### config.mk
export PLATFORM = sky130hd
export DESIGN_NAME = scan_sequencer
export DESIGN_NICKNAME = d
export VERILOG_FILES = /design/src/rtl/scan_sequencer_pkg.sv /design/src/rtl/dwell_timer.sv /design/src/rtl/scan_sequencer.sv
export SDC_FILE = /design/constraint.sdc
export NUM_CORES = 1
export LEC_CHECK = 0
export ABC_CLOCK_PERIOD_IN_PS = 2500
export CORE_UTILIZATION = 50
export DETAILED_ROUTE_END_ITERATION = 10
export HOLD_SLACK_MARGIN = 0.02
export PLACE_DENSITY = 0.82
export SLEW_MARGIN = 20
export SYNTH_ARGS = -nofsm -noshare
export SYNTH_HDL_FRONTEND = slang
export SYNTH_HIERARCHICAL = 1
export SYNTH_SLANG_ARGS = --single-unit
export TNS_END_PERCENT = 50
### constraint.sdc
create_clock -name clk -period 2.5 [get_ports clk]
set_clock_uncertainty 0.05 [all_clocks]
set_input_delay 0.5 -clock clk [delete_from_list [all_inputs] [get_ports clk]]
set_output_delay 0.5 -clock clk [all_outputs]
set_load 0.02 [all_outputs]
### src/rtl/scan_sequencer_pkg.sv
// Shared definitions for the scan sequencer and its neighbours.
// Holds the sequencer state encoding and the default select/dwell widths,
// which the downstream decoder bench reuses.
package scan_sequencer_pkg;

  localparam int SEL_WIDTH_DEF   = 4;
  localparam int DWELL_WIDTH_DEF = 8;

  typedef enum logic [1:0] {
    IDLE  = 2'd0,
    DWELL = 2'd1,
    BLANK = 2'd2
  } scan_state_t;

endpackage

### src/rtl/dwell_timer.sv
// Loadable down-counter used to time how long a scan index stays enabled.
// Ports:
//   clk, reset  - rising-edge clock, synchronous active-high reset
//   load        - load load_value into the counter (has priority over run)
//   run         - decrement by one per cycle while non-zero
//   load_value  - value loaded on load
//   zero        - high while the counter holds zero
module dwell_timer
  import scan_sequencer_pkg::*;
#(
  parameter int WIDTH = DWELL_WIDTH_DEF
) (
  input  logic             clk,
  input  logic             reset,
  input  logic             load,
  input  logic             run,
  input  logic [WIDTH-1:0] load_value,
  output logic             zero
);

  logic [WIDTH-1:0] count;

  always_ff @(posedge clk) begin
    if (reset) begin
      count <= '0;
    end else if (load) begin
      count <= load_value;
    end else if (run && (count != '0)) begin
      count <= count - WIDTH'(1);
    end
  end

  assign zero = (count == '0);

endmodule

### src/rtl/scan_sequencer.sv
// Scan sequencer: drives the registered select/enable pair of a 4-to-16
// decoder. Walks first..last (modulo 2^SEL_WIDTH), holding each index
// enabled for D cycles followed by one blanking cycle, in one-shot or
// continuous mode.
// Ports:
//   clk, reset    - rising-edge clock, synchronous active-high reset
//   start, stop   - start sampled in IDLE only; stop honoured in any state
//   mode_oneshot  - 1: single pass then IDLE, 0: wrap continuously
//   first_sel, last_sel, dwell_cycles - range and dwell, latched at start
//   binary_out, enable_out - registered select and enable to the decoder
//   sel_strobe    - pulse on the first enabled cycle of each index
//   busy, done    - busy outside IDLE; done pulses at end of a one-shot pass
module scan_sequencer
  import scan_sequencer_pkg::*;
#(
  parameter int SEL_WIDTH   = SEL_WIDTH_DEF,
  parameter int DWELL_WIDTH = DWELL_WIDTH_DEF
) (
  input  logic                   clk,
  input  logic                   reset,
  input  logic                   start,
  input  logic                   stop,
  input  logic                   mode_oneshot,
  input  logic [SEL_WIDTH-1:0]   first_sel,
  input  logic [SEL_WIDTH-1:0]   last_sel,
  input  logic [DWELL_WIDTH-1:0] dwell_cycles,
  output logic [SEL_WIDTH-1:0]   binary_out,
  output logic                   enable_out,
  output logic                   sel_strobe,
  output logic                   busy,
  output logic                   done
);

  scan_state_t            state;
  logic [SEL_WIDTH-1:0]   first_q;
  logic [SEL_WIDTH-1:0]   last_q;
  logic [DWELL_WIDTH-1:0] dwell_m1_q;
  logic                   oneshot_q;

  logic [DWELL_WIDTH-1:0] dwell_in_m1;
  logic                   at_last;
  logic                   timer_load;
  logic [DWELL_WIDTH-1:0] timer_value;
  logic                   timer_zero;

  // The timer holds D-1 so that zero is reached on the last enabled cycle;
  // a dwell of 0 is treated as 1.
  always_comb begin
    dwell_in_m1 = (dwell_cycles == '0) ? '0 : dwell_cycles - DWELL_WIDTH'(1);
    at_last     = (binary_out == last_q);
    timer_load  = 1'b0;
    timer_value = dwell_m1_q;
    if (!stop) begin
      case (state)
        IDLE: begin
          timer_load  = start;
          timer_value = dwell_in_m1;
        end
        BLANK:   timer_load = !(at_last && oneshot_q);
        default: timer_load = 1'b0;
      endcase
    end
  end

  dwell_timer #(.WIDTH(DWELL_WIDTH)) u_dwell_timer (
    .clk        (clk),
    .reset      (reset),
    .load       (timer_load),
    .run        (state == DWELL),
    .load_value (timer_value),
    .zero       (timer_zero)
  );

  always_ff @(posedge clk) begin
    if (reset) begin
      state      <= IDLE;
      binary_out <= '0;
      enable_out <= 1'b0;
      sel_strobe <= 1'b0;
      busy       <= 1'b0;
      done       <= 1'b0;
      first_q    <= '0;
      last_q     <= '0;
      dwell_m1_q <= '0;
      oneshot_q  <= 1'b0;
    end else begin
      sel_strobe <= 1'b0;
      done       <= 1'b0;
      if (stop) begin
        // Abort: binary_out deliberately keeps its last value.
        state      <= IDLE;
        enable_out <= 1'b0;
        busy       <= 1'b0;
      end else begin
        case (state)
          IDLE: begin
            if (start) begin
              first_q    <= first_sel;
              last_q     <= last_sel;
              dwell_m1_q <= dwell_in_m1;
              oneshot_q  <= mode_oneshot;
              binary_out <= first_sel;
              enable_out <= 1'b1;
              sel_strobe <= 1'b1;
              busy       <= 1'b1;
              state      <= DWELL;
            end
          end
          DWELL: begin
            if (timer_zero) begin
              enable_out <= 1'b0;
              state      <= BLANK;
            end
          end
          BLANK: begin
            if (!at_last) begin
              binary_out <= binary_out + SEL_WIDTH'(1);
              enable_out <= 1'b1;
              sel_strobe <= 1'b1;
              state      <= DWELL;
            end else if (oneshot_q) begin
              busy  <= 1'b0;
              done  <= 1'b1;
              state <= IDLE;
            end else begin
              binary_out <= first_q;
              enable_out <= 1'b1;
              sel_strobe <= 1'b1;
              state      <= DWELL;
            end
          end
          default: state <= IDLE;
        endcase
      end
    end
  end

endmodule

Word-level counts from Yosys, hierarchy flattened
Index checks and enable logic that the tools add are counted.
- memories: 0
- register bits after elaboration: 35
- bits in writable memories: 0
- memory bits (read-only): 0
- bits in latches: 0
- output and inout port bits: 8
- logic and storage cells: 71
- reductions and logical operators: 17
- equal/unequal tests: 8
- bitwise logic cells: 3
- muxes and demuxes: 29
- div/mod/pow operators: 0
- add/sub/neg operators: 3
- shift operators: 0
- order comparisons: 0
- multiply operators: 0
- operators by type and width (cell ; count):
    two-way mux 8 bit ; 5
    zero test 8 bit ; 2
    subtractor 8 x 1 -> 8 bit (second input constant) ; 2
    two-way mux 1 bit ; 13
    two-way mux 4 bit ; 3
    AND reduction 4 bit ; 3
    inequality test 2 bit (second input constant) ; 4
    case mux 4 bit (2 select lines) ; 1
    nonzero test 8 bit ; 1
    case mux 1 bit (2 select lines) ; 3
    case mux 2 bit (3 select lines) ; 1
    adder 4 x 1 -> 4 bit (second input constant) ; 1
    == test 4 bit ; 1
    two-way mux 2 bit ; 2
    nonzero test 2 bit ; 2
    OR reduction 4 bit ; 1
    inequality test 3 bit (second input constant) ; 1
    inverter 1 bit ; 3
    case mux 1 bit (3 select lines) ; 1
    AND reduction 3 bit ; 1
    nonzero test 3 bit ; 1
    == test 2 x 1 -> 1 bit (second input constant) ; 1
    == test 2 bit (second input constant) ; 1
    logical AND 1 bit ; 2
    other kinds (4) ; 4

Longest topological paths before layout
Gate-level depths: netlist (run 1).
- depth after elaboration: 6
- mapped depth: 10
- mapped depth without buffers: 10

Cells and area by module
The synthesis (run 1) kept the hierarchy.
- by module, submodules not included (module ; cells an instance ; area each (um^2) ; sequential area each (um^2) ; instances):
    scan_sequencer ; 186 ; 1418.9 ; 540.5 ; 1
    dwell_timer ; 59 ; 515.5 ; 160.2 ; 1

Least setup slack after synthesis (run 1)
No wires, ideal clock.
- path kind: reg2reg
- start: reg binary_out[0]
- end: reg u_dwell_timer.count[2]
- arrival time: 2113 ps
- buffers on the path: 1
- setup slack: 266 ps
- required time: 2380 ps
- library setup time: 70 ps
- cell stages (with the launch flop): 8
- path through: dfxtp_1 > xnor2_1 > nand4_1 > o21ai_2 > inv_1 > clkbuf_1 > or3_2 > a21oi_1
- word-level cells in the longest chain between the ends: 6
- RTL lines (element ; RTL line ; text):
    start, declared ; scan_sequencer.sv:27 ; output logic [SEL_WIDTH-1:0] binary_out,
    start signal, assigned ; scan_sequencer.sv:102 ; binary_out <= first_sel;
    start signal, assigned ; scan_sequencer.sv:117 ; binary_out <= binary_out + SEL_WIDTH'(1);
    start signal, assigned ; scan_sequencer.sv:126 ; binary_out <= first_q;
    == test 4 bit * ; scan_sequencer.sv:50 ; at_last = (binary_out == last_q);
    logical AND 1 bit * ; scan_sequencer.sv:59 ; BLANK: timer_load = !(at_last && oneshot_q);
    zero test 1 bit * ; scan_sequencer.sv:59 ;
    case mux 1 bit (2 select lines) * ; scan_sequencer.sv:54 ; case (state)
    two-way mux 1 bit * ; scan_sequencer.sv:53 ; if (!stop) begin
    via timer_load ; scan_sequencer.sv:42 ; logic timer_load;
    two-way mux 8 bit / nonzero test 2 bit (equally long branches) ; - ;
    end signal, assigned ; dwell_timer.sv:27 ; count <= load_value;
    end signal, assigned ; dwell_timer.sv:29 ; count <= count - WIDTH'(1);
    end, declared ; dwell_timer.sv:21 ; logic [WIDTH-1:0] count;
The timed path passes the listed nets; every way through them passes the cells marked *.
A chain may end at the register's enable or synchronous reset.

Worst setup path in the final report (run 1)
- start: in dwell_cycles[4]
- end: reg u_dwell_timer.count[7]
- word-level cells in the longest chain between the ends: 5
- RTL lines (element ; RTL line ; text):
    start, declared ; scan_sequencer.sv:26 ; input logic [DWELL_WIDTH-1:0] dwell_cycles,
    subtractor 8 x 1 -> 8 bit / zero test 8 bit (equally long branches) ; scan_sequencer.sv:49 ; dwell_in_m1 = (dwell_cycles == '0) ? '0 : dwell_cycles - DWELL_WIDTH'(1);
    two-way mux 8 bit * ; scan_sequencer.sv:49 ;
    two-way mux 8 bit * ; scan_sequencer.sv:54 ;
    two-way mux 8 bit * ; scan_sequencer.sv:53 ;
    via timer_value[7] ; scan_sequencer.sv:43 ; logic [DWELL_WIDTH-1:0] timer_value;
    two-way mux 8 bit * ; dwell_timer.sv:26 ; end else if (load) begin
Marked as above.

==> run metrics, run 1 <==
Net Switching=0.4199 mW; Synth Cell Area=1934 µm²; sequential area share after synthesis=36.22%; Site Rows=22; clk_lat worst skew=0.29 ns; first-pass GRT wire length=approximately 7300 µm; Ports=29; CP Max Fanout=5; Logic pwr share=22.7%; Multi-input gate area=1151 µm²; final hold vios=0; H-tree Lvls=2; CP cell instances=clkdlybuf4s50_1, or3_4, or3_1, nor3_2, mux2i_1, o21ai_0, nor2_1, a211oi_1; CP max stage cell=clkdlybuf4s50_1; ANT nets after route=0; Crit. End Element=flip-flop; Final min period=2.206 ns; Sw Ratio=approximately 29%; sequential cell area=700.7 µm²; Cell Int Power=1.051 mW; Tightest Hold Check Type=flip-flop to flip-flop; largest cells by area after synthesis=dfxtp_1 (36%), nand2_1 (9.7%), a21oi_1 (6.0%); Root Buffer=clkbuf_8; Fmax=453.3 MHz; WS Path Type=input pin to flip-flop; Synth area leader=dfxtp_1; LEAKAGE=roughly 0.93 nW; Synthesized Nets=271; Post-Syn Area per Cell=7.895 µm²; vias per cell=5.350; RSZ-0062 raised after global routing=false; CP Launch Type=input pin; Util after Layout=67.37%; CTS Buffer Depth=2; final worst path period share=88.24%; post-route insts no fill=between 300 and 400; drt pass-1 iters=4; die width=~64 µm; Async SR Flop Fraction=0%; buffers and inverters on the worst path=1; Max-slew headroom=62.13%; share of layout cells above drive strength 1=14.88%; die footprint=4122 µm²; final setup violation count=0; Fillers=about 310; cts hold-fix bufs=0; PortBufs=28; drt wl/cell=12.83 µm; CTS sink cnt=35; CP delay by family, top=simple AND/OR/NAND/NOR gates; Sequential Power Share=42.3%; Finished Cell Area=2485 µm²; DP Area=2372 µm²; Synth top cells by count=nand2_1 (50), dfxtp_1 (35), a21oi_1 (23), nor2_1 (23), xnor2_1 (11); postcts setup bufs=0; Clock Pin Slew Worst Setup and Hold Paths=0.08 ns; dpl hpwl=3106 µm; most instantiated library cell after synthesis=nand2_1; VDD IR max=about 370 µV; Max Transition Viols Final=0; Yosys warning count=6; CTS resizes=0; Initial Util=52.44%; die height=~64 µm; EDFF count, synth=0; Seq cells post-synth=35; Nets=314; share of the synthesized area in the top cell type=between 30% and 40%; CTS tree=done; drt drc=0; GRT overflow=0; Layout area overhead=28.46%; slowest stage delay, CP=0.42 ns; DRT iter0 DRCs=between 100 and 150; Placer Congestion=0.8849; GRT Total Usage=23.24%; count of cell types in the netlist=48; Critical Path RT=2.62 ns; CTS Buf Count=5; antenna violations before repair=0; largest net degree at the start of global routing=38; PwrDens=around 590 nW/µm²; dpl cells=329; Clk pwr share=35.0%; Least-Margin Pin Slew=0.5669 ns; detailed-route wire length=4324 µm; ys flop type=dfxtp_1; Antenna diodes=0; Cells after Synth=245; vias in the first global route=roughly 1.6k; status=completed; via count=~1.8k; crit path DAT=2.32 ns; Core Region=3689 µm²; max-cap violation count=0
## worst register-to-register path: stages (launching register included)
cell     delay, ns
dfxtp_1       0.46
xnor2_1       0.17
nand4_1       0.18
o21ai_2       0.19
inv_1         0.11
buf_4         0.19
or3_2         0.48
a21oi_1       0.13
## worst paths after layout
path | start | to | slack, ns | cells after the start
hold / removal | first_q[0]$_SDFFE_PP0P_ | first_q[0]$_SDFFE_PP0P_ | 0.40 | 2
setup / recovery | dwell_cycles[4] | u_dwell_timer/count[7]$_SDFFE_PP0P_ | 0.29 | 8
hold reg to reg | first_q[0]$_SDFFE_PP0P_ | first_q[0]$_SDFFE_PP0P_ | 0.40 | 2
setup reg to reg | binary_out[0]$_SDFFE_PP0P_ | u_dwell_timer/count[4]$_SDFFE_PP0P_ | 0.47 | 7
## routing by layer
| layer | part of all wire (%) | global-route usage (%) | wire length, µm | up-vias |
|---|---|---|---|---|
| met2 | 47 | 36.97 | 2052 | 35 |
| met1 | 48 | 29.18 | 2088 | 823 |
| met3 | 3.4 | 6.786 | 147 | 4 |
| li1 | - | - | - | 941 |
| met5 | 0 | 0 | 0 | - |
| met4 | 0.83 | 9.722 | 36 | 0 |
## power groups by stage
stage / clock network, mW / registers, mW / logic [mW]
after floorplan: 0 / 0.638 / 0.201
after global placement: 0 / 0.634 / 0.322
after detailed placement: 0 / 0.635 / 0.328
after CTS: 0.523 / 0.622 / 0.333
after global routing: 0.551 / 0.628 / 0.366
final: 0.515 / 0.623 / 0.334
## kinds of logic (layout without fill, tap and decap cells)
kind of cell | after synthesis | after routing | synth area share [%]
adders and majority gates | 5 | 5 | 3.234
AOI/OAI and AO/OA | 53 | 53 | 18.89
buffers and inverters | 21 | 65 | 4.269
DFF | 35 | 35 | 36.22
xor gates and xnor gates | 12 | 12 | 5.433
and+or+nand+nor | 113 | 113 | 28.78
muxes | 6 | 6 | 3.170
## registers in the layout, summed over array words and instances, names as in the netlist, 2 cells and up
name                 count
state                    2
binary_out               4
last_q                   4
u_dwell_timer/count      8
dwell_m1_q               8
first_q                  4
## cells in the final DEF (no fill, tap or decap), drive strengths merged, types with 2 or more instances in the layout
master and n:
or3 5, dfxtp 35, inv 9, o21ai 6
clkdlybuf4s50 28, buf 19, o31ai 5, a31o 2
or4 6, a21oi 23, nor2 23, a211oi 7
nor4 2, ha 5, a311oi 2, mux2i 5
nand2 50, nor2b 4, clkbuf 5, nand3 2
nor3b 5, nor3 9, xnor2 11, clkinv 3
nand2b 2
## stage by stage
stage	power [mW]	setup slack, ns	setup TNS [ns]	hold WS, ns
2_1_floorplan	0.8392	0.2661	0	0.3812
3_3_place_gp	0.9563	0.04821	0	0.3890
3_5_place_dp	0.9629	-0.01530	-0.01530	0.3920
4_1_cts	1.478	0.2872	0	0.4045
5_1_grt	1.545	0.1554	0	0.4171
6_report	1.471	0.2940	0	0.3991
## area by class of cell
cell class                 instances  area share, %
clock buffer                       5          2.769
clock inverter                     3          1.762
inverter                          10          1.511
multi-input combinational        189          46.32
sequential                        35          28.20
tap                               48          2.417
timing repair buffer              47          17.02
No activity file was read; power rests on OpenSTA's default activity.
==> run 2: changes to the inputs <==
--- a/config.mk
+++ b/config.mk
@@ -10,6 +10,7 @@
 export DETAILED_ROUTE_END_ITERATION = 10
 export HOLD_SLACK_MARGIN = 0.02
 export PLACE_DENSITY = 0.82
+export REMOVE_ABC_BUFFERS = 1
 export SLEW_MARGIN = 20
 export SYNTH_ARGS = -nofsm -noshare
 export SYNTH_HDL_FRONTEND = slang
==> run metrics, run 2 (synthesized netlist as in run 1, its figures left out) <==
Clock Pin Slew Worst Setup and Hold Paths=0.08 ns (about the same); VDD IR max=454.4 µV (+22%); Root Buffer=clkbuf_8; status=completed; die width=64.20 µm (unchanged); Site Rows=22 (unchanged); CP delay by family, top=simple AND/OR/NAND/NOR gates; Initial Util=52.44% (unchanged); via count=1,830 (+1.5%); WS Path Type=input pin to flip-flop; detailed-route wire length=4390 µm (+1.5%); GRT Total Usage=24.67% (+1.4 points); final worst path period share=86.94% (-1.3 points); Critical Path RT=2.66 ns (+0.04 ns); sequential cell area=700.7 µm² (unchanged); die footprint=4122 µm² (unchanged); Fmax=460.1 MHz (+1.5%); Util after Layout=66.45% (-0.92 points); Placer Congestion=0.8383 (-5.3%); share of layout cells above drive strength 1=14.29% (-0.59 points); Fillers=320 (+2.6%); drt drc=0 (unchanged); Antenna diodes=0 (unchanged); most frequent cells in the layout=nand2_1 (50), dfxtp_1 (35), clkdlybuf4s50_1 (28); cts hold-fix bufs=0 (unchanged); H-tree Lvls=2 (unchanged); die height=64.20 µm (unchanged); RSZ-0062 raised after global routing=false; largest net degree at the start of global routing=29 (-24%); dpl hpwl=3053 µm (-1.7%); most common cell after layout, fill and taps aside=nand2_1; Ports=29 (unchanged); Least-Margin Pin Slew=0.5768 ns (+0.009820 ns); post-route insts no fill=335 (-0.59%); Tightest Hold Check Type=flip-flop to flip-flop; Nets=312 (-0.64%); crit path DAT=2.33 ns (about the same); PwrDens=561.8 nW/µm² (-5.1%); final hold vios=0 (unchanged); CP cell instances=clkdlybuf4s50_1, or3_4, or4_1, a21oi_1, nand2_1, nand2_1, nor2_1, a311oi_1; GRT overflow=0 (unchanged); LEAKAGE=0.9082 nW (-2.5%); slowest stage delay, CP=0.43 ns (about the same); ANT nets after route=0 (unchanged); dpl cells=327 (-0.61%); clk_lat worst skew=0.30 ns (about the same); vias in the first global route=1,803 (+10%); max-cap violation count=0 (unchanged); TNS Setup=0 ns (unchanged); CTS resizes=0 (unchanged); postcts setup bufs=0 (unchanged); antenna violations before repair=0 (unchanged); CTS tree=done; Core Region=3689 µm² (unchanged); buffers and inverters on the worst path=1 (unchanged); DRT iter0 DRCs=103 (-4.6%); Layout area overhead=26.71%; CTS Buf Count=5 (unchanged); biggest regs=dwell_m1_q: 8 flops, u_dwell_timer/count: 8 flops; CTS Buffer Depth=2 (unchanged); CP max stage cell=clkdlybuf4s50_1; drt wl/cell=13.10 µm (+2.1%); Finished Cell Area=2451 µm² (-1.4%); final setup violation count=0 (unchanged); drt pass-1 iters=4 (unchanged); vias per cell=5.463 (+2.1%); most frequent CP cell=nand2_1; CP Launch Type=input pin; first-pass GRT wire length=7914 µm (+8.3%); Crit. End Element=flip-flop; PortBufs=28 (unchanged); Multi-input gate area=1151 µm² (unchanged); Final min period=2.174 ns (-0.03245 ns); CP Max Fanout=5 (unchanged); CTS sink cnt=35 (unchanged); Max-slew headroom=61.46% (-0.67 points); Max Transition Viols Final=0 (unchanged); DP Area=2357 µm² (-0.63%)
run 2: layout make-up:
cell class | instances | area share, %
clock buffer | 5 | 2.808
inverter | 10 | 1.531
multi-input combinational | 189 | 46.96
tap | 48 | 2.450
sequential | 35 | 28.59
timing repair buffer | 45 | 16.64
clock inverter | 3 | 1.021
run 2: final timing paths:
check	from	to	slack [ns]	cells after the start
hold / removal	first_q[3]$_SDFFE_PP0P_	first_q[3]$_SDFFE_PP0P_	0.41	2
setup / recovery	dwell_cycles[4]	u_dwell_timer/count[5]$_SDFFE_PP0P_	0.33	8
setup reg to reg	binary_out[0]$_SDFFE_PP0P_	u_dwell_timer/count[1]$_SDFFE_PP0P_	0.43	6
hold reg to reg	first_q[3]$_SDFFE_PP0P_	first_q[3]$_SDFFE_PP0P_	0.41	2
run 2: layer usage:
layer / track usage, % / vias up / wire (µm)
met5: 0 / - / 0
met4: 10.83 / 0 / 72
met3: 6.071 / 8 / 191
met2: 39.89 / 43 / 2063
met1: 30.93 / 843 / 2063
li1: - / 936 / -
run 2: worst reg2reg max path: stages, from the launching register on:
cell,delay (ns)
dfxtp_1,0.46
xnor2_1,0.17
nand4_1,0.20
o21ai_2,0.20
inv_1,0.13
or4_2,0.68
o211ai_1,0.10
run 2: power breakdown:
| group | switching (mW) | internal (mW) |
|---|---|---|
| clock | 0.225 | 0.199 |
| sequential | 0.0320 | 0.592 |
| combinational | 0.171 | 0.158 |
run 2: through the flow:
| stage | power, mW | setup WS (ns) | hold WS (ns) |
|---|---|---|---|
| finish | 1.377 | 0.3265 | 0.4103 |
| floorplan | 0.8263 | 0.2207 | 0.3752 |
| global route | 1.450 | 0.1855 | 0.4446 |
| global placement | 0.9528 | 0.05143 | 0.3882 |
| detailed placement | 0.9585 | 0.005182 | 0.3979 |
| CTS | 1.383 | 0.3195 | 0.4101 |
==> run 3: changes to the inputs <==
--- a/config.mk
+++ b/config.mk
@@ -9,6 +9,7 @@
 export CORE_UTILIZATION = 50
 export DETAILED_ROUTE_END_ITERATION = 10
 export HOLD_SLACK_MARGIN = 0.02
+export MAX_ROUTING_LAYER = met4
 export PLACE_DENSITY = 0.82
 export REMOVE_ABC_BUFFERS = 1
 export SLEW_MARGIN = 20
==> run metrics, run 3 (synthesized netlist as in run 1, its figures left out) <==
status=completed; Critical Path RT=2.62 ns (-0.04 ns); Antenna diodes=0 (unchanged); Clock Pin Slew Worst Setup and Hold Paths=0.08 ns (about the same); postcts setup bufs=0 (unchanged); most common cell after layout, fill and taps aside=nand2_1; Multi-input gate area=1151 µm² (unchanged); Met1 Wirelength=2063 µm (unchanged); most frequent cells in the layout=nand2_1 (50), dfxtp_1 (35), clkdlybuf4s50_1 (28); detailed-route wire length=4374 µm (-0.36%); LEAKAGE=0.9082 nW (unchanged); CP cell instances=clkdlybuf4s50_1, or3_4, or3_1, nor3_2, mux2i_1, o21ai_0, nor2_1, a211oi_1; Fmax=460.5 MHz (+0.10%); antenna violations before repair=0 (unchanged); CTS resizes=0 (unchanged); final setup violation count=0 (unchanged); final hold vios=0 (unchanged); cts hold-fix bufs=0 (unchanged); drt drc=0 (unchanged); first-pass GRT wire length=7914 µm (unchanged); die width=64.20 µm (unchanged); CTS tree=done; Site Rows=22 (unchanged); met2 routed WL=2063 µm (unchanged); biggest regs=dwell_m1_q: 8 flops, u_dwell_timer/count: 8 flops; die height=64.20 µm (unchanged); WS Path Type=input pin to flip-flop; met3 WL=170 µm (-11%); slowest stage delay, CP=0.43 ns (about the same); PwrDens=561.0 nW/µm² (-0.15%); largest net degree at the start of global routing=29 (unchanged); GRT Total Usage=25.36% (+0.69 points); CTS sink cnt=35 (unchanged); Crit. End Element=flip-flop; Final min period=2.171 ns (-0.002218 ns); drt pass-1 iters=4 (unchanged); Root Buffer=clkbuf_8; Nets=312 (unchanged); Initial Util=52.44% (unchanged); CP Launch Type=input pin; Max-slew headroom=62.10% (+0.65 points); dpl hpwl=3053 µm (unchanged); DR top layer=met4; Max Transition Viols Final=0 (unchanged); Layout area overhead=26.71% (unchanged); H-tree Lvls=2 (unchanged); clk_lat worst skew=0.30 ns (about the same); share of layout cells above drive strength 1=14.29% (unchanged); RSZ-0062 raised after global routing=false; DP Area=2357 µm² (unchanged); DRT iter0 DRCs=107 (+3.9%); Finished Cell Area=2451 µm² (unchanged); Fillers=320 (unchanged); Ports=29 (unchanged); via count=1,818 (-0.66%); sequential cell area=700.7 µm² (unchanged); Core Region=3689 µm² (unchanged); die footprint=4122 µm² (unchanged); GRT overflow=0 (unchanged); CP Max Fanout=5 (unchanged); CTS Buffer Depth=2 (unchanged); Least-Margin Pin Slew=0.5671 ns (-0.009688 ns); PortBufs=28 (unchanged); max-cap violation count=0 (unchanged); ANT nets after route=0 (unchanged); Placer Congestion=0.8513 (+1.6%); Tightest Hold Check Type=flip-flop to flip-flop; final worst path period share=86.85% (-0.089 points); TNS Setup=0 ns (unchanged); VDD IR max=453.5 µV (-0.21%); CTS Buf Count=5 (unchanged); vias in the first global route=1,801 (-0.11%); vias per cell=5.427 (-0.66%); CP max stage cell=clkdlybuf4s50_1; drt wl/cell=13.06 µm (-0.36%); crit path DAT=2.29 ns (-0.04 ns)
## run 3: cell counts in the layout (fill, tap and decap cells not counted)
No cell type changed its count.
## run 3: path summary, 6_finish.rpt
kind,startpoint,endpoint,slack (ns),depth (start not counted)
max,dwell_cycles[4],u_dwell_timer/count[7]$_SDFFE_PP0P_,0.33,8
min,dwell_m1_q[4]$_SDFFE_PP0P_,dwell_m1_q[4]$_SDFFE_PP0P_,0.41,2
max reg2reg,binary_out[0]$_SDFFE_PP0P_,u_dwell_timer/count[1]$_SDFFE_PP0P_,0.43,6
min reg2reg,dwell_m1_q[4]$_SDFFE_PP0P_,dwell_m1_q[4]$_SDFFE_PP0P_,0.41,2
## run 3: where the power goes
part	switching (mW)	leakage, nW	internal, mW	total, mW
clock network	0.224	0.0443	0.199	0.423
logic	0.171	0.577	0.158	0.328
registers	0.0317	0.286	0.592	0.624
## run 3: final cells by class
class                   count  share of cell area (%)
clock buffers               5                   2.808
clock inverters             3                   1.021
inverters                  10                   1.531
multi-input cells         189                   46.96
flip-flops and latches     35                   28.59
well taps                  48                   2.450
repair buffers             45                   16.64
## run 3: per-layer routing
layer | vias up | global-route usage (%)
met5 | - | -
met4 | 0 | 10.83
met3 | 8 | 6.071
met2 | 40 | 39.89
met1 | 833 | 30.93
li1 | 937 | -
## run 3: stage by stage
step	util, %	power, mW	worst slack (ns)	hold WS [ns]	instances
after floorplan	-	0.8263	0.2207	0.3752	234
after global placement	63.91	0.9528	0.05143	0.3882	327
after detailed placement	63.91	0.9585	0.005182	0.3979	327
after CTS	66.45	1.383	0.3195	0.4101	335
after global routing	66.45	1.452	0.1855	0.4446	335
final	66.45	1.375	0.3287	0.4126	335
## run 3: critical path: cells and delay by family
kind | cells | cell delay (ns)
compound gates | 2 | 0.15
mux | 1 | 0.24
buf+inv | 1 | 0.43
simple gates | 4 | 0.98
